<file path="src/rtl/ln_result_packer.sv">
// LayerNorm output packer: FP32x4 beats are rounded to BF16x4 (RNE), tagged with
// the row-end flag and buffered in a FWFT FIFO behind an AXI-Stream master.

module ln_bf16_round (
    input  logic [31:0] x_i,
    output logic [15:0] y_o
);
    logic is_nan;
    logic carry;

    assign is_nan = (&x_i[30:23]) & (|x_i[22:0]);
    // Carry out of the low half of x + 0x7FFF + x[16]: above halfway, or exactly halfway with an odd kept lsb.
    assign carry  = x_i[15] & ((|x_i[14:0]) | x_i[16]);
    assign y_o    = is_nan ? {x_i[31], 8'hFF, 7'h40} : (x_i[31:16] + {15'd0, carry});
endmodule

module ln_result_packer #(
    parameter int DATA_NUM   = 192,
    parameter int FIFO_DEPTH = 16
) (
    input  logic         clk,
    input  logic         rst_n,
    input  logic         stage_start,
    input  logic         in_tvalid,
    input  logic [127:0] in_tdata,
    output logic         m_tvalid,
    input  logic         m_tready,
    output logic [63:0]  m_tdata,
    output logic         m_tlast,
    output logic         overflow,
    output logic         stage_done
);
    localparam int NUM_LANES = 4;
    localparam int STAGES    = 2;
    localparam int AW        = $clog2(FIFO_DEPTH);
    localparam int CW        = (DATA_NUM > 1) ? $clog2(DATA_NUM) : 1;
    localparam logic [CW-1:0] CNT_LAST = CW'(DATA_NUM - 1);

    typedef struct packed {
        logic                       last;
        logic [NUM_LANES-1:0][15:0] data;
    } beat_t;

    logic                       start_q;
    logic                       init;
    logic                       take;
    logic [STAGES-1:0]          vld_pipe_q;
    logic [STAGES-1:0]          vld_pipe_d;
    logic [NUM_LANES-1:0][31:0] in_q;
    logic [NUM_LANES-1:0][15:0] rnd_d;
    logic [NUM_LANES-1:0][15:0] rnd_q;
    logic [CW-1:0]              cnt_q;
    logic [CW-1:0]              cnt_d;
    logic [AW:0]                wr_ptr_q;
    logic [AW:0]                wr_ptr_d;
    logic [AW:0]                rd_ptr_q;
    logic [AW:0]                rd_ptr_d;
    logic                       ovf_q;
    logic                       ovf_d;
    logic                       full;
    logic                       empty;
    logic                       push_req;
    logic                       push;
    logic                       pop;
    beat_t                      head;
    beat_t                      wr_beat;
    beat_t                      mem [FIFO_DEPTH];

    assign init = stage_start & ~start_q;
    assign take = in_tvalid & stage_start & ~init;

    // Input register, then one rounding register per lane.
    always_ff @(posedge clk or negedge rst_n) begin
        if (!rst_n) begin
            start_q <= 1'b0;
            in_q    <= '0;
            rnd_q   <= '0;
        end else begin
            start_q <= stage_start;
            if (take)          in_q  <= in_tdata;
            if (vld_pipe_q[0]) rnd_q <= rnd_d;
        end
    end

    for (genvar l = 0; l < NUM_LANES; l++) begin : g_lane
        ln_bf16_round u_round (
            .x_i (in_q[l]),
            .y_o (rnd_d[l])
        );
    end

    // FIFO status and handshake
    assign empty    = (wr_ptr_q == rd_ptr_q);
    assign full     = (wr_ptr_q[AW] != rd_ptr_q[AW]) && (wr_ptr_q[AW-1:0] == rd_ptr_q[AW-1:0]);
    assign head     = mem[rd_ptr_q[AW-1:0]];
    assign m_tvalid = ~empty;
    assign pop      = m_tvalid & m_tready;
    assign push_req = vld_pipe_q[STAGES-1];
    // When full, a same-cycle pop frees the head slot the push is about to reuse.
    assign push     = push_req & (~full | pop);

    assign wr_beat.last = (cnt_q == CNT_LAST);
    assign wr_beat.data = rnd_q;

    assign m_tdata    = m_tvalid ? head.data : '0;
    assign m_tlast    = m_tvalid & head.last;
    assign stage_done = pop & head.last;
    assign overflow   = ovf_q;

    always_comb begin
        vld_pipe_d = {vld_pipe_q[STAGES-2:0], take};
        cnt_d      = cnt_q;
        wr_ptr_d   = wr_ptr_q;
        rd_ptr_d   = rd_ptr_q;
        ovf_d      = ovf_q;
        // Dropped beats still advance the row counter so later rows keep tlast aligned.
        if (push_req) cnt_d = wr_beat.last ? '0 : cnt_q + CW'(1);
        if (push)     wr_ptr_d = wr_ptr_q + (AW+1)'(1);
        if (pop)      rd_ptr_d = rd_ptr_q + (AW+1)'(1);
        if (push_req && !push) ovf_d = 1'b1;
        if (init) begin
            vld_pipe_d = '0;
            cnt_d      = '0;
            wr_ptr_d   = '0;
            rd_ptr_d   = '0;
            ovf_d      = 1'b0;
        end
    end

    always_ff @(posedge clk or negedge rst_n) begin
        if (!rst_n) begin
            vld_pipe_q <= '0;
            cnt_q      <= '0;
            wr_ptr_q   <= '0;
            rd_ptr_q   <= '0;
            ovf_q      <= 1'b0;
        end else begin
            vld_pipe_q <= vld_pipe_d;
            cnt_q      <= cnt_d;
            wr_ptr_q   <= wr_ptr_d;
            rd_ptr_q   <= rd_ptr_d;
            ovf_q      <= ovf_d;
        end
    end

    always_ff @(posedge clk) begin
        if (push && !init) mem[wr_ptr_q[AW-1:0]] <= wr_beat;
    end
endmodule
</file>
<file path="config.mk">
export PLATFORM = sky130hd
export DESIGN_NAME = ln_result_packer
export DESIGN_NICKNAME = d
export VERILOG_FILES = /design/src/rtl/ln_result_packer.sv
export SDC_FILE = /design/constraint.sdc
export NUM_CORES = 1
export LEC_CHECK = 0
export CELL_PAD_IN_SITES_DETAIL_PLACEMENT = 0
export CELL_PAD_IN_SITES_GLOBAL_PLACEMENT = 2
export CORE_UTILIZATION = 37
export DETAILED_ROUTE_END_ITERATION = 10
export PLACE_DENSITY = 0.72
export REMOVE_ABC_BUFFERS = 1
export SYNTH_ARGS = -nofsm -noshare
export SYNTH_HDL_FRONTEND = slang
export SYNTH_SLANG_ARGS = --single-unit
</file>
<file path="constraint.sdc">
create_clock -name clk -period 3.9 [get_ports clk]
set_input_delay 0.78 -clock clk [delete_from_list [all_inputs] [get_ports clk]]
set_output_delay 0.78 -clock clk [all_outputs]
set_load 0.005 [all_outputs]
</file>
### Word-level counts from Yosys, hierarchy flattened

Memory sizes are Yosys's and may differ from the RTL's.
Index checks and enable logic that the tools add are counted.

* $mul: 0
* shift-type cells: 0
* mux-type cells: 17
* reduce and logical (&&, ||, !) cells: 21
* magnitude comparators: 0
* div/mod/pow operators: 0
* equal/unequal tests: 4
* bitwise logic cells: 24
* $add $sub $neg: 7

Operator list (number)
* 23-bit OR reduction: 4
* 16-bit by 1-bit adder with 16-bit output: 4
* 16-bit 2-to-1 mux: 4
* 64-bit 2-to-1 mux: 1
* 15-bit OR reduction: 4
* 8-bit AND reduction: 4
* 8-bit 2-to-1 mux: 3
* 5-bit 2-to-1 mux: 4
* 1-bit bitwise AND: 15
* 5-bit by 1-bit adder with 5-bit output, second input constant: 2
* 8-bit by 1-bit adder with 8-bit output, second input constant: 1
* 8-bit == test, second input constant: 1
* 2-bit nonzero test: 4
* 5-bit == test: 1
* 1-bit bitwise OR: 5
* 4-bit == test: 1
* 1-bit 2-to-1 mux: 4
* 1-bit NOT: 4
* 1-bit logical AND: 3
* 1-bit zero test: 2
* 2-bit 2-to-1 mux: 1
* 1-bit inequality test: 1

* output and inout port bits: 68
* RAM bits: 1040
* input port bits: 133
* bits in read-only memories: 0
* bits in latches: 0
* register bits: 214
* logic and storage cells: 88
* memories kept: 1

Memories
* mem: words 16, width 65, rd ports 1, clocked after Yosys merged registers in 0, wr ports 1, RTL line 67 `beat_t mem [FIFO_DEPTH];`

### Logic depth before layout (Yosys ltp)

* depth in word-level cells: 9
* mapped depth: 8
* mapped depth without buffers: 6

### Hierarchy

A second synthesis with hierarchy kept.

* cell total of the unflattened synthesis: 2426
* area, all modules: 49138.4 um^2

By module, submodules not included
* ln_result_packer: times used 1, seq. area each 36585.1 um^2, cells each 2154, area each 47351.7 um^2
* ln_bf16_round: times used 4, seq. area each 0.0 um^2, cells each 68, area each 446.7 um^2

### Worst setup path after synthesis

OpenSTA, ideal clock, no wires.

* path type: input port to flip-flop
* from: in stage_start
* to: mem mem[8][0] in the netlist's numbering, enable pin
* path slack: 392 ps
* stages on the path: 4
* library setup time: 430 ps
* arrival: 3078 ps
* path through: nand2b_1 -> nand2_1 -> a2111oi_0 -> and2_1

* longest elaborated chain between the ends: 5

Ends and longest elaborated chain
* start, declared: RTL line 23 `input logic stage_start,`
* 1-bit bitwise AND: RTL line 69 `assign init = stage_start & ~start_q;`
* 1-bit zero test: RTL line 147 `if (push && !init) mem[wr_ptr_q[AW-1:0]] <= wr_beat;`
* 1-bit logical AND: RTL line 147
* 1-bit 2-to-1 mux: RTL line 147
* 1-bit 2-to-1 mux (not written as such): RTL line 147
* end, declared: RTL line 67

Every way passes these cells.

### Worst setup path in the final report

* from: reg rd_ptr_q[0]
* to: out m_tdata[59]

* longest elaborated chain between the ends: 2
* elaborated cells between the ends (all ways): 3

Ends and longest elaborated chain
* start, declared: RTL line 56 `logic [AW:0] rd_ptr_q;`
* start signal, assigned: RTL line 141 `rd_ptr_q <= rd_ptr_d;`
* memory read 16 x 65 bit or 5-bit == test (tied branches)
* 64-bit 2-to-1 mux *: RTL line 105 `assign m_tdata = m_tvalid ? head.data : '0;`
* end, declared: RTL line 28 `output logic [63:0] m_tdata,`

Mark *: on every way between the ends. The rest lies on a longest branch, timed or not.

==> results.txt <==
- The flow ran to the end, but the final reports show violations.
- Violated checks: negative setup slack
- Share of the yosys chip area belonging to registers: 75.4%
- In this run the number of H-tree levels came out at 4.
- In this run the power density over the cells is 647 nW/µm².
* Final WS setup: -0.0168 ns
* Port buffer count: 200
- In the global route stage, overall resource usage came out at 18.9%.
- Cell type with the largest total area after synthesis: sky130_fd_sc_hd__edfxtp_1
- At the end of routability-driven placement, the weighted congestion stood at 0.755.
- Entering global routing, the biggest net connects 111 pins.
- Number of cell rows: 132
- Effective utilization at floorplan: 37.4%
- Post-route antenna net violation count: 0
* Area added between synthesis and finish: 24.0%
* Maximum buffer depth of the clock tree: 3
- Post-Syn Instances: 2419
- Final setup fails: 3
- Detailed routing placed a total of 61900 µm of wire on met2.
- Via-to-Cell Ratio: 5.44
- Kind of critical path: flip-flop to primary output
- TNS Setup: -0.0277 ns
* Total length of routed met3 wires: 7800 µm
- Number of DRC markers after the initial detailed-route iteration: 2464
- STA classifies the critical path startpoint as a flip-flop.
* Dominant cells by area after synthesis: sky130_fd_sc_hd__edfxtp_1, sky130_fd_sc_hd__mux4_2, sky130_fd_sc_hd__dfrtp_1
- Routed signal wires occupy layers up through met4.
- Cell at the root of the clock tree: sky130_fd_sc_hd__clkbuf_16
- TritonCTS clock tree: yes
- At the worst endpoint, the arrival time is 3.14 ns.
* Hold violation total from the final report: 0
- For the worst-skew pair, the clock arrives at the later sink with an insertion delay of 0.76 ns.
- Vias in the first global route: 26690
- Post-synth cell types: 49
* Origin of the worst setup path: rd_ptr_q[0]
- The repair_antennas step left the layout with diodes totalling 0.
- Routed wirelength normalized by instance count: 26.7 µm
* Avg Synthesized Cell Area: 20.0 µm²
* Detailed-placement wirelength estimate: 68400 µm
- Total vias in the final route: 25274
* Most frequent cells after synthesis: sky130_fd_sc_hd__edfxtp_1, sky130_fd_sc_hd__mux4_2, sky130_fd_sc_hd__dfrtp_1
- At the worst endpoint, the required time is 3.12 ns.
- Max-cap violations: 0
* Post-synth EDFFs: 1040
- Total number of clock tree sinks: 1254
- For this block, the routed nets add up to 124000 µm of wire.
- In this run, placement finished with an instance count of 4344.
- Of the available clock period, the critical path in the final layout requires 100%.
- In this run the standard cell core region covers 130000 µm².
- Kind of end point of the critical path: primary output
- sky130_fd_sc_hd__edfxtp_1 is the most common cell in the netlist.
* Worst Skew: 0.0251 ns
- Remaining design rule violation count: 0
- The number of pins exceeding their max-slew limit in the final report is 0.
- Non-filler instance count after layout: 4649
- Register bit count reported by yosys: 1254
- Setup repair after global routing could not meet its margin everywhere.
- The mapped netlist covers 48500 µm².
- Max-Slew Margin vs Limit: 23.8%
* First-pass GRT wire length: 181000 µm
- The number of antenna violations at the first check in global routing came to 4.
* VDD IR-drop max: 0.508 mV
- Critical R2R Launch: rd_ptr_q[0]
- After the last flow step, the layout net total stands at 2942.
* Count of filler cells inserted in the layout: 10887
* Worst Tran Pin Value: 1.14 ns
* Total clock buffers created by CTS: 135
- The die is 364 µm wide.
- Number of primary I/O pins: 201
- Critical path fanouts, max: 12
- Final critical path time including I/O delays and setup: 3.92 ns
- Area of the die: 133000 µm²
- Tightest Hold Check Type: primary input to asynchronous set/reset pin
* Share of Yosys cell area claimed by the top area cell type: 64.4%
- Total number of yosys warnings: 0
- Lkg Pwr: 19.9 nW
- Clock-pin slew was measured on the worst setup and hold paths at 0.07 ns.
* Gr ovfl total: 0
- Die Height: 364 µm
* Top FF cell, synth: sky130_fd_sc_hd__edfxtp_1
- For this run, the top clock speed supported by timing is 0.255 GHz.
* Fraction of layout instances using a drive strength above 1: 31.9%
* Post-CTS Hold Fix Bufs: 0
- The first TritonRoute pass finished after 5 iterations.
- For this run, asynchronously set or reset flops after synthesis account for 17.1%.
* Met1 layer wirelength in the final routing: 52300 µm
## stage by stage
| stage | utilization [%] | instance area, µm² | worst slack (ns) | hold WS (ns) | power (mW) |
|---|---|---|---|---|---|
| global route | 46.3 | 60100 | -0.112 | 0.168 | 40.4 |
| floorplan | - | 47800 | -9.97 | 0.475 | 20.3 |
| global placement | 41.4 | 53700 | 0.469 | 0.491 | 24.3 |
| CTS | 46.0 | 59700 | -0.119 | 0.113 | 38.9 |
| detailed placement | 41.4 | 53700 | 0.463 | 0.498 | 24.5 |
| finish | 46.3 | 60100 | -0.0168 | 0.0972 | 38.9 |
## kinds of logic after synthesis
group,count (synthesis),share of synthesized area [%]
fa+ha+maj,10,0.258
simple gates,310,3.30
flops,1254,75.4
buf+inv,157,1.47
mux,401,15.3
xor+xnor,58,1.06
compound gates,229,3.14
## sequential cells by signal, summed over array words and instances, names as in the netlist
name        count
start_q         1
rnd_q          64
mem          1040
in_q          128
vld_pipe_q      2
wr_ptr_q        5
cnt_q           8
overflow        1
rd_ptr_q        5
## where the power goes
part / switching, mW / internal (mW)
combinational: 4.18 / 5.15
clock: 5.24 / 7.54
sequential: 1.11 / 15.7
total: 10.5 / 28.4
## per-layer routing
| metal | global-route usage [%] | vias to the layer above |
|---|---|---|
| li1 | - | 10737 |
| met5 | 0 | - |
| met1 | 25.5 | 13524 |
| met2 | 31.3 | 856 |
| met4 | 5.03 | 0 |
| met3 | 3.59 | 157 |
## layout by cell type (no fill, tap or decap), drive strengths merged, types with 10 or more instances in the layout
cell           instances
a31oi                 35
clkinv                46
nor4                  28
nand4                 22
dlygate4sd2           23
xor2                  27
a31o                  11
o22ai                130
a22o                  13
xnor2                 31
inv                   25
clkdlybuf4s50        161
clkbuf               180
nor3                  80
mux4                 260
dlymetal6s2s          14
nor2                  67
mux2                 132
bufinv                12
and3                  11
nand2                 36
buf                  177
edfxtp              1040
and2                  23
nor2b                 11
dfrtp                214
a21oi                 10
ha                    10
nand3                 16
## path summary, 6_finish.rpt
check	to	slack (ns)	depth (start not counted)
setup / recovery	m_tdata[59]	-0.02	8
hold / removal	in_q[32]	0.1	1
setup reg to reg	mem[15][40]	1.15	7
hold reg to reg	in_q[76]	0.50	1
max in group asynchronous	rnd_q[63]	2.90	2
min in group clk	in_q[76]	0.50	1
## layout make-up
class                   count  area, µm²  area share (%)
inverters                  16       60.1          0.0999
repair buffers            384       4860            8.09
clock buffers             177       3710            6.18
clock inverters            68        708            1.18
flip-flops and latches   1254      36600            60.9
well taps                1742       2180            3.63
multi-input cells        1008      12000            20.0
## timing repair
item / in CTS / in global routing
endpoints found under the hold margin: 0 / 0
setup endpoints to repair: 67 / 46
setup buffers: 31 / 10
pin swaps: 15 / 6
resized for setup: 154 / 64
gates cloned: 17 / 3
## worst max-delay path: stages, from the launching register on
cell and delay, ns:
sky130_fd_sc_hd__dfrtp_4 0.54, sky130_fd_sc_hd__buf_12 0.17, sky130_fd_sc_hd__buf_4 0.15, sky130_fd_sc_hd__buf_16 0.16, sky130_fd_sc_hd__buf_4 0.16, sky130_fd_sc_hd__mux4_2 0.34
sky130_fd_sc_hd__o22ai_2 0.10, sky130_fd_sc_hd__nor3_2 0.21, sky130_fd_sc_hd__clkdlybuf4s50_1 0.55
(Power assumes the default switching activity.)
